### config.mk
export PLATFORM = sky130hd
export DESIGN_NAME = tdm_demux4_flat
export DESIGN_NICKNAME = d
export VERILOG_FILES = /design/src/rtl/tdm_demux4_if.sv /design/src/rtl/tdm_demux4.sv /design/src/flat_wrapper.sv
export SDC_FILE = /design/constraint.sdc
export NUM_CORES = 1
export LEC_CHECK = 0
export BUFFER_PORTS_ARGS = -buffer_cell sky130_fd_sc_hd__buf_2
export CAP_MARGIN = 20
export CORE_UTILIZATION = 30
export DETAILED_ROUTE_END_ITERATION = 16
export PLACE_DENSITY = 0.61
export RECOVER_POWER = 100
export SLEW_MARGIN = 40
export SYNTH_ARGS = -nofsm -noshare
export SYNTH_HDL_FRONTEND = slang
export SYNTH_HIERARCHICAL = 1
export SYNTH_SLANG_ARGS = --single-unit
### constraint.sdc
create_clock -name clk -period 1.63 [get_ports clk]
set_input_delay 0.163 -clock clk [delete_from_list [all_inputs] [get_ports clk]]
set_output_delay 0.163 -clock clk [all_outputs]
set_load 0.05 [all_outputs]
### src/rtl/tdm_demux4_if.sv
// ---------------------------------------------------------------------------
// tdm_demux4_if
//   Bundles the serial input, the per-lane view and the word valid/ready
//   output of the TDM demultiplexer.
//
//   master : upstream source / consumer side (drives din, din_valid, sel,
//            word_ready; observes the rest)
//   slave  : the demultiplexer (tdm_demux4)
//
//   din        serial data bit
//   din_valid  din/sel qualify this cycle
//   sel        lane index of din
//   lane_q     last bit received on each lane
//   word       assembled frame, word[i] received with sel=i
//   word_valid word is available
//   word_ready consumer accepts word
//   seq_err    one-cycle pulse on an out-of-order lane index
//   overrun    sticky, a completed frame was dropped
// ---------------------------------------------------------------------------
interface tdm_demux4_if #(
   parameter int LANES = 4,
   parameter int SEL_W = $clog2(LANES)
);
   logic             din;
   logic             din_valid;
   logic [SEL_W-1:0] sel;
   logic [LANES-1:0] lane_q;
   logic [LANES-1:0] word;
   logic             word_valid;
   logic             word_ready;
   logic             seq_err;
   logic             overrun;

   modport master (
      output din, din_valid, sel, word_ready,
      input  lane_q, word, word_valid, seq_err, overrun
   );

   modport slave (
      input  din, din_valid, sel, word_ready,
      output lane_q, word, word_valid, seq_err, overrun
   );
endinterface

### src/rtl/tdm_demux4.sv
// ---------------------------------------------------------------------------
// tdm_demux4
//   Receive end of the LANES:1 bit-select mux path. Each cycle a qualified
//   serial bit arrives tagged with its lane select; it is demultiplexed into
//   its lane register and, when lanes arrive in order 0..LANES-1, the bits
//   are reassembled into a word presented on a valid/ready output.
//
//   Ports:
//     clk    rising-edge clock
//     rst_n  asynchronous active-low reset
//     bus    tdm_demux4_if.slave (din/din_valid/sel/word_ready in;
//            lane_q/word/word_valid/seq_err/overrun out)
// ---------------------------------------------------------------------------

// One lane of the demux: holds the last bit seen with its select.
module tdm_demux4_lane (
   input  logic clk,
   input  logic rst_n,
   input  logic we,
   input  logic d,
   output logic q
);
   always_ff @(posedge clk or negedge rst_n) begin
      if (!rst_n)  q <= 1'b0;
      else if (we) q <= d;
   end
endmodule

module tdm_demux4 #(
   parameter int LANES = 4,
   parameter int SEL_W = $clog2(LANES)
) (
   input  logic         clk,
   input  logic         rst_n,
   tdm_demux4_if.slave  bus
);
   localparam logic [SEL_W-1:0] LAST = SEL_W'(LANES - 1);

   typedef enum logic {IDLE, COLLECT} state_t;

   state_t             state;
   logic [SEL_W-1:0]   exp_idx;
   // Bits 0..LANES-2 of the frame in progress; the last bit goes straight
   // into the output word on the completing cycle.
   logic [LANES-2:0]   asm_buf;
   logic [LANES-1:0]   lane_q;
   logic [LANES-1:0]   word;
   logic               word_valid;
   logic               seq_err;
   logic               overrun;

   logic               in_order;
   logic               complete;
   logic               can_take;
   logic [LANES-1:0]   frame_word;

   // ---------------- lane demux ----------------
   genvar gi;
   generate
      for (gi = 0; gi < LANES; gi++) begin : g_lane
         tdm_demux4_lane u_lane (
            .clk   (clk),
            .rst_n (rst_n),
            .we    (bus.din_valid && (bus.sel == SEL_W'(gi))),
            .d     (bus.din),
            .q     (lane_q[gi])
         );
      end
   endgenerate

   // ---------------- frame assembly ----------------
   assign in_order   = bus.din_valid && (state == COLLECT) && (bus.sel == exp_idx);
   assign complete   = in_order && (exp_idx == LAST);
   // A finished frame is only taken if the output slot is free or being
   // emptied in this same cycle; otherwise it is dropped.
   assign can_take   = !word_valid || bus.word_ready;
   assign frame_word = {bus.din, asm_buf};

   always_ff @(posedge clk or negedge rst_n) begin
      if (!rst_n) begin
         state      <= IDLE;
         exp_idx    <= '0;
         asm_buf    <= '0;
         word       <= '0;
         word_valid <= 1'b0;
         seq_err    <= 1'b0;
         overrun    <= 1'b0;
      end else begin
         seq_err <= 1'b0;

         // output slot drains on handshake unless refilled below
         if (word_valid && bus.word_ready)
            word_valid <= 1'b0;

         if (bus.din_valid) begin
            case (state)
               IDLE: begin
                  // Bits with sel!=0 are ignored until the stream aligns.
                  if (bus.sel == '0) begin
                     asm_buf[0] <= bus.din;
                     exp_idx    <= SEL_W'(1);
                     state      <= COLLECT;
                  end
               end
               COLLECT: begin
                  if (complete) begin
                     if (can_take) begin
                        word       <= frame_word;
                        word_valid <= 1'b1;
                     end else begin
                        overrun    <= 1'b1;
                     end
                     exp_idx <= '0;
                     state   <= IDLE;
                  end else if (in_order) begin
                     for (int i = 0; i < LANES - 1; i++)
                        if (exp_idx == SEL_W'(i)) asm_buf[i] <= bus.din;
                     exp_idx <= exp_idx + SEL_W'(1);
                  end else begin
                     // Out-of-order: drop the partial frame; a sel=0 bit
                     // immediately re-anchors a new one.
                     seq_err <= 1'b1;
                     if (bus.sel == '0) begin
                        asm_buf[0] <= bus.din;
                        exp_idx    <= SEL_W'(1);
                     end else begin
                        exp_idx    <= '0;
                        state      <= IDLE;
                     end
                  end
               end
               default: begin
                  state   <= IDLE;
                  exp_idx <= '0;
               end
            endcase
         end
      end
   end

   assign bus.lane_q     = lane_q;
   assign bus.word       = word;
   assign bus.word_valid = word_valid;
   assign bus.seq_err    = seq_err;
   assign bus.overrun    = overrun;
endmodule
### src/flat_wrapper.sv
// flat-port wrapper written by rule: the top's interface ports become plain ports
module tdm_demux4_flat 
#(
   parameter int LANES = 4,
   parameter int SEL_W = $clog2(LANES)
)
  (clk, rst_n, bus_din, bus_din_valid, bus_sel, bus_word_ready, bus_lane_q, bus_word, bus_word_valid, bus_seq_err, bus_overrun);
  tdm_demux4_if #(.LANES(LANES), .SEL_W(SEL_W)) bus_i ();
  input  logic clk;
  input  logic rst_n;
  input wire logic [$bits(bus_i.din)-1:0] bus_din;
  input wire logic [$bits(bus_i.din_valid)-1:0] bus_din_valid;
  input wire logic [$bits(bus_i.sel)-1:0] bus_sel;
  input wire logic [$bits(bus_i.word_ready)-1:0] bus_word_ready;
  output wire logic [$bits(bus_i.lane_q)-1:0] bus_lane_q;
  output wire logic [$bits(bus_i.word)-1:0] bus_word;
  output wire logic [$bits(bus_i.word_valid)-1:0] bus_word_valid;
  output wire logic [$bits(bus_i.seq_err)-1:0] bus_seq_err;
  output wire logic [$bits(bus_i.overrun)-1:0] bus_overrun;
  assign bus_i.din = bus_din;
  assign bus_i.din_valid = bus_din_valid;
  assign bus_i.sel = bus_sel;
  assign bus_i.word_ready = bus_word_ready;
  assign bus_lane_q = bus_i.lane_q;
  assign bus_word = bus_i.word;
  assign bus_word_valid = bus_i.word_valid;
  assign bus_seq_err = bus_i.seq_err;
  assign bus_overrun = bus_i.overrun;
  tdm_demux4 #(.LANES(LANES), .SEL_W(SEL_W)) u_core (.clk(clk), .rst_n(rst_n), .bus(bus_i));
endmodule
==> results.sh <==
export IMPL_synth_cell_types=31
export IMPL_synth_compound_area_frac=0.07660
export IMPL_tritoncts_num_buffers=3
export IMPL_vias_per_cell=5.061
export IMPL_placementRows=19
export IMPL_cts_htree_levels=1
export IMPL_max_clock_freq_mhz=619.7
export IMPL_yosys_area_share_adder=0.05571
export IMPL_effective_utilization_at_floorplan=0.3202
export IMPL_clock_root_buffer="clkbuf_4"
export IMPL_pin_count_of_the_biggest_net_entering_global_routing=18
export IMPL_worstPathArrival_ps=1830
export IMPL_tns_ps=0
export IMPL_detail_route_antenna_nets=0
export IMPL_boundaryPins=18
export IMPL_vias=668
export IMPL_path_clk_slew_ps=110
export IMPL_hpwlAfterDp_um=1287
export IMPL_holdCritPathClass="primary input to flop"
export IMPL_dp_worst_setup_slack_ps=-63.83
export IMPL_main_combinational_cell_family_by_area_after_synthesis="simple AND/OR/NAND/NOR gates"
export IMPL_drive_gt1_frac=0.3465
export IMPL_num_antenna_cells=0
export IMPL_synthToLayoutAreaGrowth_pct=28.83
export IMPL_timing_worst_setup_path_type="flop to flop"
export IMPL_clkSinkCount=17
export IMPL_synth_simple_gate_area_share=0.1936
export IMPL_layout_min_cycle_time_ps=1614
export IMPL_nets_final=113
export IMPL_clk_insertion_delay_late_ps=290
export IMPL_grt_first_pass_wirelength_um=3008
export IMPL_grt_setup_unrepaired="true"
export IMPL_setup_violations=0
export IMPL_drt_pass1_iter_count=4
export IMPL_crit_path_start="u_core/exp_idx[1]"
export IMPL_startpoint_types="flop"
export IMPL_worst_hold_path_num_cells=2
export IMPL_groute_usage_overall=0.1259
export IMPL_n_fill_cell=281
export IMPL_floorplan_die_height_um=56.72
export IMPL_end_kind="flop"
export IMPL_max_clock_path_buffers=2
export IMPL_fp_coreArea_um2=2805
export IMPL_worst_endpoint_required_ps=1850
export IMPL_placement_io_buffers=17
export IMPL_syn_area_um2=898.4
export IMPL_drt_total_wl_um=1784
export IMPL_postSynthCellCount=74
export IMPL_run_status="complete, no violations"
export IMPL_synthesis_yosys_warnings=6
export IMPL_critical_path_peak_fanout=4
export IMPL_first_global_vias=654
export IMPL_gp_congestion=0.7546
export IMPL_tightestPinTransition_ps=945.4
export IMPL_synthDominantAreaCellType="dfrtp_1"
export IMPL_drt_first_iter_violations=6
export IMPL_clock_skew_ps=7.472
export IMPL_synth_top_cell_area_share=0.4735
export IMPL_max_cap_viol_count=0
export IMPL_die_area_um2=3217
export IMPL_post_synth_xor_area_fraction=0.03621
export IMPL_irDropWorstVdd_uv=456.5
export IMPL_netlist_top_cells_area="dfrtp_1 (47%), mux2_1 (7.5%), mux2_4 (6.7%), ha_1 (5.6%), xor2_2 (3.6%)"
export IMPL_number_of_remaining_drc_errors=0
export IMPL_power_per_cell_area_nw_per_um2=1255
export IMPL_tritoncts="built"
export IMPL_die_width_um=56.72
export IMPL_finalHoldViolations=0
export IMPL_synth_net_count=85
export IMPL_synth_sequential_area_ratio=0.4735
export IMPL_max_slew_margin_rel=0.3697
export IMPL_final_slew_viol_count=0
export IMPL_reg2regPathDepth=6
export IMPL_syn_area_cell_um2=12.14
export IMPL_antenna_found_initial=0
export IMPL_globalRoute_totalOverflow=0
export IMPL_layout_setup_ws_ps=16.36
export IMPL_origin_of_the_worst_min_delay_path="bus_din"
export IMPL_synth_area_mux_share=0.1421
export IMPL_drt_wirelength_per_cell_um=13.52
export IMPL_total_leakage_power_nw=0.5086
export IMPL_synth_ff_latch_count=17
export IMPL_fin_crit_sh=0.9900
export IMPL_crit_reg2reg_launch="u_core/exp_idx[1]"
per-layer routing:
metal,wire [µm],global-route usage
met3,58,0.03687
met5,0,0
met1,770,0.1488
met2,939,0.2058
met4,17,0.06429
cells in the final DEF (no fill, tap or decap), drive strengths merged, types with 2 or more instances in the layout:
cell type / synthesis / layout
clkbuf: 0 / 15
inv: 4 / 4
o21ai: 3 / 3
nor3: 2 / 2
or2: 2 / 2
nor2: 5 / 5
dfrtp: 17 / 17
nand2: 2 / 2
nand2b: 2 / 2
nor4: 3 / 3
mux2: 10 / 10
ha: 4 / 4
buf: 1 / 11
o2bb2ai: 2 / 2
xor2: 2 / 2
power breakdown:
group | internal [mW] | total (mW) | switching (mW) | leakage, nW
Sequential | 0.505 | 0.596 | 0.0905 | 0.220
Combinational | 0.258 | 0.630 | 0.372 | 0.271
Clock | 0.0911 | 0.227 | 0.136 | 0.0177
Total | 0.855 | 1.45 | 0.598 | 0.509
registers in the layout, summed over array words and instances (netlist names):
signal	count
u_core/asm_buf	3
u_core/exp_idx	2
u_core/g_lane.u_lane/q	4
u_core/bus.overrun	1
u_core/bus.word	4
u_core/state	1
u_core/bus.seq_err	1
u_core/bus.word_valid	1
cells by family (layout without fill, tap and decap cells):
group                      Yosys count  after routing
and+or+nand+nor                     26             26
DFF                                 17             17
AOI/OAI and AO/OA                   10             10
muxes                               10             10
buffers and inverters                5             32
adders and majority gates            4              4
xor gates and xnor gates             2              2
worst max-delay path, stage by stage, from the launching register on:
cell and delay [ps]:
dfrtp_2 490, buf_6 150, inv_4 50, ha_4 120, nand4b_1 110, or4b_1 510, o211ai_1 100
metrics by stage:
step / power [mW] / utilization / hold WS [ps] / area (µm²) / cells
2_1_floorplan: 0.9361 / - / -132.6 / 898.4 / 74
3_3_place_gp: 1.098 / 0.3733 / 103.6 / 1047 / 125
3_5_place_dp: 1.124 / 0.3733 / 111.2 / 1047 / 125
4_1_cts: 1.356 / 0.3876 / 227.6 / 1087 / 130
5_1_grt: 1.543 / 0.4126 / 232.1 / 1157 / 132
6_report: 1.453 / 0.4126 / 230.6 / 1157 / 132
Yosys cell counts:
cell	instances
nor4_1	2
a21boi_0	1
or4_1	1
o22ai_1	1
nor4_4	1
nor3b_1	1
o21ai_0	3
a21o_1	1
o211ai_1	1
ha_1	4
nor2_1	5
nand3_1	1
mux2_1	6
or2_2	2
xor2_2	2
nor3_1	2
or3b_2	1
and3_2	1
buf_2	1
nand2b_1	2
dfrtp_1	17
or4b_1	1
nor2b_1	1
mux2_4	4
nand4b_1	1
inv_1	4
nand3b_1	1
and3b_2	1
o2bb2ai_1	2
o31ai_1	1
nand2_1	2
area by class of cell:
cell class,count,area [µm²],share of cell area
Clock buffer,3,22.52,0.01946
Inverter,4,20.02,0.01730
Tap cell,31,38.79,0.03351
Sequential cell,17,427.9,0.3697
Clock inverter,1,5.005,0.004324
Multi-Input combinational cell,52,510.5,0.4411
Timing Repair Buffer,24,132.6,0.1146
final timing paths:
| kind | end | slack (ps) |
|---|---|---|
| setup / recovery | u_core/asm_buf[0] | 20 |
| hold / removal | u_core/g_lane[3].u_lane/q | 230 |
| setup reg to reg | u_core/asm_buf[0] | 20 |
| hold reg to reg | u_core/bus.overrun | 460 |
| max in group asynchronous | u_core/exp_idx[1] | 480 |
| min in group asynchronous | u_core/g_lane[2].u_lane/q | 520 |
repair_timing:
action                                  CTS  global route
hold endpoints to repair                 17             0
hold buffers                              1             0
pin swaps                                 1             4
endpoints found under the setup margin    4             7
resized for setup                         1            18
buffers inserted                          0             2
(Power assumes the default switching activity.)
